$ cat config.mk
export PLATFORM = sky130hd
export DESIGN_NAME = req_pending_bank
export DESIGN_NICKNAME = d
export VERILOG_FILES = /design/src/rtl/req_pending_bank_pkg.sv /design/src/rtl/req_pending_bank_pos_to_onehot.sv /design/src/rtl/req_pending_bank.sv
export SDC_FILE = /design/constraint.sdc
export NUM_CORES = 1
export LEC_CHECK = 0
export BUFFER_PORTS_ARGS = -buffer_cell sky130_fd_sc_hd__buf_2
export CAP_MARGIN = 5
export CORE_AREA = 2 2 89 91
export DETAILED_ROUTE_END_ITERATION = 10
export DIE_AREA = 0 0 91 93
export GPL_ROUTABILITY_DRIVEN = 0
export PLACE_DENSITY_LB_ADDON = 0.15
export SETUP_SLACK_MARGIN = 0.3
export SYNTH_ARGS = -nofsm -noshare
export SYNTH_HDL_FRONTEND = slang
export SYNTH_SLANG_ARGS = --single-unit
$ cat constraint.sdc
create_clock -name clk -period 6.2 [get_ports clk]
set_input_delay 0.31 -clock clk [delete_from_list [all_inputs] [get_ports clk]]
set_output_delay 0.31 -clock clk [all_outputs]
set_load 0.01 [all_outputs]
$ cat src/rtl/req_pending_bank_pkg.sv
// Shared tracking-engine definitions: default channel count and a
// constant-evaluable clog2 for sizing position and counter fields.
package req_pending_bank_pkg;

  localparam int CH_NUM_DEFAULT = 32;

  // Smallest r with (1 << r) >= value; clog2(1) = 0.
  function automatic int clog2(input int value);
    int r;
    r = 0;
    while ((1 << r) < value) begin
      r = r + 1;
    end
    return r;
  endfunction

endpackage

$ cat src/rtl/req_pending_bank_pos_to_onehot.sv
// Decodes an LSB-first channel position into a one-hot mask; the inverse
// of the scheduler's lowest-set-bit priority encoder. Positions that do
// not name a channel produce an all-zero mask and raise out_of_range.
module pos_to_onehot
  import req_pending_bank_pkg::*;
#(
  parameter int  CH_NUM = CH_NUM_DEFAULT,
  localparam int POS_W  = clog2(CH_NUM)
) (
  input  logic              en,
  input  logic [POS_W-1:0]  pos,
  output logic [CH_NUM-1:0] onehot,
  output logic              out_of_range
);

  // Compare the position against every channel index; only an enabled,
  // in-range position can match.
  always_comb begin
    onehot       = '0;
    out_of_range = en && (32'(pos) >= 32'(CH_NUM));
    for (int i = 0; i < CH_NUM; i++) begin
      onehot[i] = en && (32'(pos) == 32'(i));
    end
  end

endmodule

$ cat src/rtl/req_pending_bank.sv
// Pending-request bank for the channel scheduler: latches per-channel
// request pulses, retires serviced channels by position, records overruns
// and bad clears, and flags a stall when pending work is not serviced.
module req_pending_bank
  import req_pending_bank_pkg::*;
#(
  parameter int  CH_NUM       = CH_NUM_DEFAULT,
  parameter int  STALL_CYCLES = 1024,
  localparam int POS_W        = clog2(CH_NUM)
) (
  input  logic              clk,
  input  logic              rst,
  input  logic [CH_NUM-1:0] set_req,
  input  logic [CH_NUM-1:0] req_mask,
  input  logic              clr_valid,
  input  logic [POS_W-1:0]  clr_pos,
  input  logic [CH_NUM-1:0] ovr_clr,
  input  logic              stall_clr,
  output logic [CH_NUM-1:0] pending,
  output logic              pending_any,
  output logic [CH_NUM-1:0] overrun,
  output logic              clr_err,
  output logic              stall
);

  localparam int              CNT_W     = clog2(STALL_CYCLES + 1);
  localparam logic [CNT_W-1:0] STALL_MAX = CNT_W'(STALL_CYCLES);

  logic [CH_NUM-1:0] clr_onehot;
  logic              clr_oor;
  logic              valid_clr;
  logic [CH_NUM-1:0] eset;
  logic [CH_NUM-1:0] pending_q, pending_d;
  logic [CH_NUM-1:0] ovr_q, ovr_d;
  logic              clr_err_q, clr_err_d;
  logic              stall_q, stall_d;
  logic [CNT_W-1:0]  cnt_q, cnt_d;

  pos_to_onehot #(.CH_NUM(CH_NUM)) u_decode (
    .en           (clr_valid),
    .pos          (clr_pos),
    .onehot       (clr_onehot),
    .out_of_range (clr_oor)
  );

  assign eset      = set_req & req_mask;
  assign valid_clr = clr_valid & ~clr_oor;

  // Pending/overrun/error next state. A set landing on a bit being cleared
  // in the same cycle is a fresh request, so it is not an overrun.
  always_comb begin
    pending_d = eset | (pending_q & ~clr_onehot);
    ovr_d     = (ovr_q & ~ovr_clr) | (eset & pending_q & ~clr_onehot);
    clr_err_d = clr_err_q | (clr_valid & (clr_oor | ~(|(clr_onehot & pending_q))));
  end

  // Watchdog: counts cycles with work pending and no service, saturating;
  // stall_clr takes priority over a same-cycle reach.
  always_comb begin
    cnt_d = cnt_q;
    if (!pending_any || valid_clr || stall_clr) begin
      cnt_d = '0;
    end else if (cnt_q != STALL_MAX) begin
      cnt_d = cnt_q + 1'b1;
    end
    stall_d = stall_clr ? 1'b0 : (stall_q | (cnt_d == STALL_MAX));
  end

  // State registers, asynchronously cleared.
  always_ff @(posedge clk or posedge rst) begin
    if (rst) begin
      pending_q <= '0;
      ovr_q     <= '0;
      clr_err_q <= 1'b0;
      stall_q   <= 1'b0;
      cnt_q     <= '0;
    end else begin
      pending_q <= pending_d;
      ovr_q     <= ovr_d;
      clr_err_q <= clr_err_d;
      stall_q   <= stall_d;
      cnt_q     <= cnt_d;
    end
  end

  assign pending     = pending_q;
  assign pending_any = |pending_q;
  assign overrun     = ovr_q;
  assign clr_err     = clr_err_q;
  assign stall       = stall_q;

endmodule
; Word level (Yosys, flattened, before mapping)
; Index checks and enable logic that the tools add are counted.
[op_classes]
n_addsub = 1
muxes = 3
bitwise_logic = 14
n_reduce_logical = 38
eq_ne = 33
[op_table]
columns = op, n
row1 = 32-bit bitwise AND, 6
row2 = "5-bit == test, second input constant", 16
row3 = 32-bit inverter, 2
row4 = 32-bit bitwise OR, 2
row5 = 32-bit OR reduction, 2
row6 = "5-bit by 4-bit == test with 1-bit output, second input constant", 8
row7 = 1-bit logical AND, 32
row8 = 11-bit two-way mux, 2
row9 = "5-bit by 3-bit == test with 1-bit output, second input constant", 4
row10 = "11-bit by 1-bit adder with 11-bit output, second input constant", 1
row11 = "11-bit == test, second input constant", 1
row12 = "11-bit inequality test, second input constant", 1
row13 = "5-bit by 2-bit == test with 1-bit output, second input constant", 2
row14 = "5-bit by 1-bit == test with 1-bit output, second input constant", 1
row15 = 5-bit zero test, 1
row16 = 1-bit logical OR, 2
row17 = 1-bit bitwise OR, 2
row18 = 1-bit bitwise AND, 1
row19 = 1-bit zero test, 1
row20 = 1-bit two-way mux, 1
row21 = 1-bit inverter, 1
[totals]
regBits = 77
wordCells = 94
input_bits = 105

; Longest topological paths before layout
[logic_depth]
ltp_word = 8
mapped_depth = 7
depth_no_buf = 7

; Modules after synthesis
; Synthesis repeated with hierarchy kept, for this count alone.
[hier_totals]
hier_cells = 390
area_unflattened_um2 = 3603.5
[by_module_without_submodules]
columns = mod, instances, cells_each, area_each_um2, seq_area_each_um2
row1 = req_pending_bank, 1, 341, 3362.0, 1926.8
row2 = pos_to_onehot, 1, 49, 241.5, 0.0

; Worst setup path after synthesis
; OpenSTA, ideal clock, no wires.
[synth_timing]
path_type = reg-to-reg
startpoint = register cnt_q[0]
endpoint = register stall_q (netlist: stall)
setup_ps = 92
arrival_time_ps = 2044
path_buffers = 0
t_required_ps = 6108
slack_ps = 4064
stages_incl_launch_ff = 7
cell_sequence = dfrtp_1 ha_1 and4_4 or3b_1 xor2_1 or4_4 o31ai_2
[synth_via]
elab_chain_len = 6
[synth_lines]
columns = item, line
row1 = from (decl), req_pending_bank.sv:37  ; logic [CNT_W-1:0] cnt_q, cnt_d;
row2 = from (signal assigned), req_pending_bank.sv:82  ; cnt_q <= cnt_d;
row3 = 11-bit by 1-bit adder with 11-bit output / 11-bit inequality test (equally long branches), "req_pending_bank.sv:64, req_pending_bank.sv:63"
row4 = 11-bit two-way mux *, req_pending_bank.sv:63  ; end else if (cnt_q != STALL_MAX) begin
row5 = 11-bit two-way mux *, req_pending_bank.sv:61  ; if (!pending_any || valid_clr || stall_clr) begin
row6 = 11-bit == test *, req_pending_bank.sv:66  ; stall_d = stall_clr ? 1'b0 : (stall_q | (cnt_d == STALL_MAX));
row7 = 1-bit bitwise OR *, req_pending_bank.sv:66
row8 = 1-bit two-way mux *, req_pending_bank.sv:66
row9 = named net stall_d, req_pending_bank.sv:36  ; logic stall_q, stall_d;
row10 = to (signal assigned), req_pending_bank.sv:81  ; stall_q <= stall_d;
row11 = to (decl), req_pending_bank.sv:36
; The timed path passes the listed nets; every way through them passes the cells marked *.

; Worst setup path after layout
; Ends and elaborated chain as after synthesis.

==> metrics.csv <==
metric;value;unit
hold_ws;0.132;ns
cts_setup_buffers;0;
async_flop_share;1.00;
viasPerCell;5.37;
routed_wl;10000;um
rsz0062_at_grt;false;
slew_viol_final;0;
place_area;4630;um^2
start_util;0.489;
hold_viol_final;0;
synth.avg_cell_area;9.19;um^2
antenna_found_initial;0;
synthTopCellsByCount;77 x dfrtp_1, 74 x nand2_1, 38 x inv_1;
die_h;93;um
num-nets-final;679;
syn-cell-area;3680;um^2
fillers;703;
fin_total_pwr;1.14;mW
grt_start_max_net_pins;78;
slew_headroom;0.375;
critPathArrivalTime;2.52;ns
cts_root_buf;clkbuf_8;
dieArea;8460;um^2
layout_min_cycle_time;2.25;ns
synth_top_cell_by_area;dfrtp_1;
num_antenna_cells;0;
ctsHoldBuffers;0;
max_freq;444;MHz
cts_resized;0;
io_pins;172;
synth_cells;400;
port_buffers;171;
synth_cell_types;50;
htree_levels;3;
cp.required;6.47;ns
startpoint_type;flip-flop;
seq_area_frac_synth;0.524;
drt_iter0_drc;249;
syn_to_final_growth;31.6;%
cts.sink_count;77;
grtUsageTotal;0.244;
clk_latency;0.35;ns
ir_worst_vdd;128;uV
rows;32;
dr.pass1.iters;5;
setup_tns;0;ns
crit_fanout;6;
antenna_left;0;
yosysWarnings;0;
syn_nets;507;
cap_violations;0;
tightest_slew;0.937;ns
fin_area;4840;um^2
period_share;0.364;
ys_top_cells_by_area;dfrtp_1 52%, nand2_1 7.6%, o22ai_1 5.8%;
power_density;235;nW/um^2
first_global_vias;3474;
setup_viol;0;
chipWidth;91;um
routedWlPerCell;14.8;um
gr-total-overflow;0;
drive_gt1_frac;0.351;
status;completed;
yosysMostFrequentCell;dfrtp_1;
cts_tree;yes;
fin_skew;0.00812;ns
crit_type;flip-flop to flip-flop;
cp-end-kind;flip-flop;
synth_edf_count;0;
cts.clk_slew.worst_paths;0.08;ns
ys_ff_latch;77;
place_hpwl;7680;um
cts_buffer_depth;2;
grt_first_pass_wirelength;16400;um
leakagePower;2.25;nW
core;7530;um^2
netlist.area_leader.share;0.524;
drc;0;
ys.flop_type;dfrtp_1;
hold_path_class;input port to flip-flop;
vias;3642;
cts-buffers-inserted;9;
## critical path, stage by stage, from the launching register on
cell and delay, ns:
dfrtp_1 0.42, ha_1 0.26, and4_4 0.28, or3b_1 0.36, xor2_1 0.16, or4_4 0.51
o31ai_2 0.18
## metal layers
metal  global-route usage  vias to the layer above  wire length [um]
li1                     -                     1740                 -
met1                0.321                     1721              4090
met2                0.402                      160              4950
met3               0.0451                       21               766
met4               0.0997                        0               200
met5                    0                        -                 0
## layout make-up
class / count / area [um^2] / share of cell area
repair buffers: 173 / 871 / 0.180
flip-flops and latches: 77 / 1930 / 0.398
well taps: 102 / 128 / 0.0264
inverters: 38 / 144 / 0.0297
clock buffers: 11 / 141 / 0.0292
clock inverters: 4 / 72.6 / 0.0150
multi-input cells: 273 / 1560 / 0.322
## through the flow
step / cells / worst slack [ns] / util
final: 678 / 3.95 / 0.643
after floorplan: 400 / 3.92 / -
after CTS: 678 / 3.93 / 0.643
after global placement: 663 / 4.01 / 0.615
after global routing: 678 / 3.82 / 0.643
after detailed placement: 663 / 3.95 / 0.615
## flip-flops by register name, summed over array words and instances (netlist names)
signal   count
cnt_q       11
pending     32
overrun     32
clr_err      1
stall        1
## logic make-up (layout without fill, tap and decap cells)
group	after synthesis	in the layout	share of synthesized area
adders and majority gates	2	2	0.00680
buffers and inverters	50	226	0.0524
and+or+nand+nor	160	160	0.220
xor gates and xnor gates	9	9	0.0214
muxes	6	6	0.0177
DFF	77	77	0.524
AOI/OAI and AO/OA	96	96	0.158
## report_power, final
part	switching (mW)	internal, mW	total, mW
registers	0.0213	0.533	0.554
clock network	0.180	0.235	0.415
logic	0.0937	0.0754	0.169
total	0.295	0.843	1.14
## final timing paths
| path | start | to | slack (ns) | cells past startpoint |
|---|---|---|---|---|
| setup / recovery | cnt_q[0]$_DFF_PP0_ | stall$_DFF_PP0_ | 3.95 | 6 |
| hold / removal | ovr_clr[9] | overrun[9]$_DFF_PP0_ | 0.13 | 2 |
| setup reg to reg | cnt_q[0]$_DFF_PP0_ | stall$_DFF_PP0_ | 3.95 | 6 |
| hold reg to reg | clr_err$_DFF_PP0_ | clr_err$_DFF_PP0_ | 0.50 | 1 |
| max in group asynchronous | rst | cnt_q[3]$_DFF_PP0_ | 5.35 | 3 |
| min in group asynchronous | rst | overrun[14]$_DFF_PP0_ | 0.23 | 3 |
## cell usage in the layout, fill, tap and decap left out, drive strengths merged, types with 4 or more instances in the layout
| master | count |
|---|---|
| mux2 | 4 |
| inv | 37 |
| nand3 | 11 |
| xnor2 | 5 |
| dfrtp | 77 |
| o22ai | 34 |
| nor3 | 6 |
| nor2 | 20 |
| buf | 173 |
| a21oi | 7 |
| nand2 | 74 |
| clkbuf | 11 |
| nand2b | 7 |
| nand3b | 4 |
| o21ai | 37 |
| xor2 | 4 |
| nor4 | 8 |
| nand4 | 4 |
Note: power is estimated with default switching activity, not from simulation.
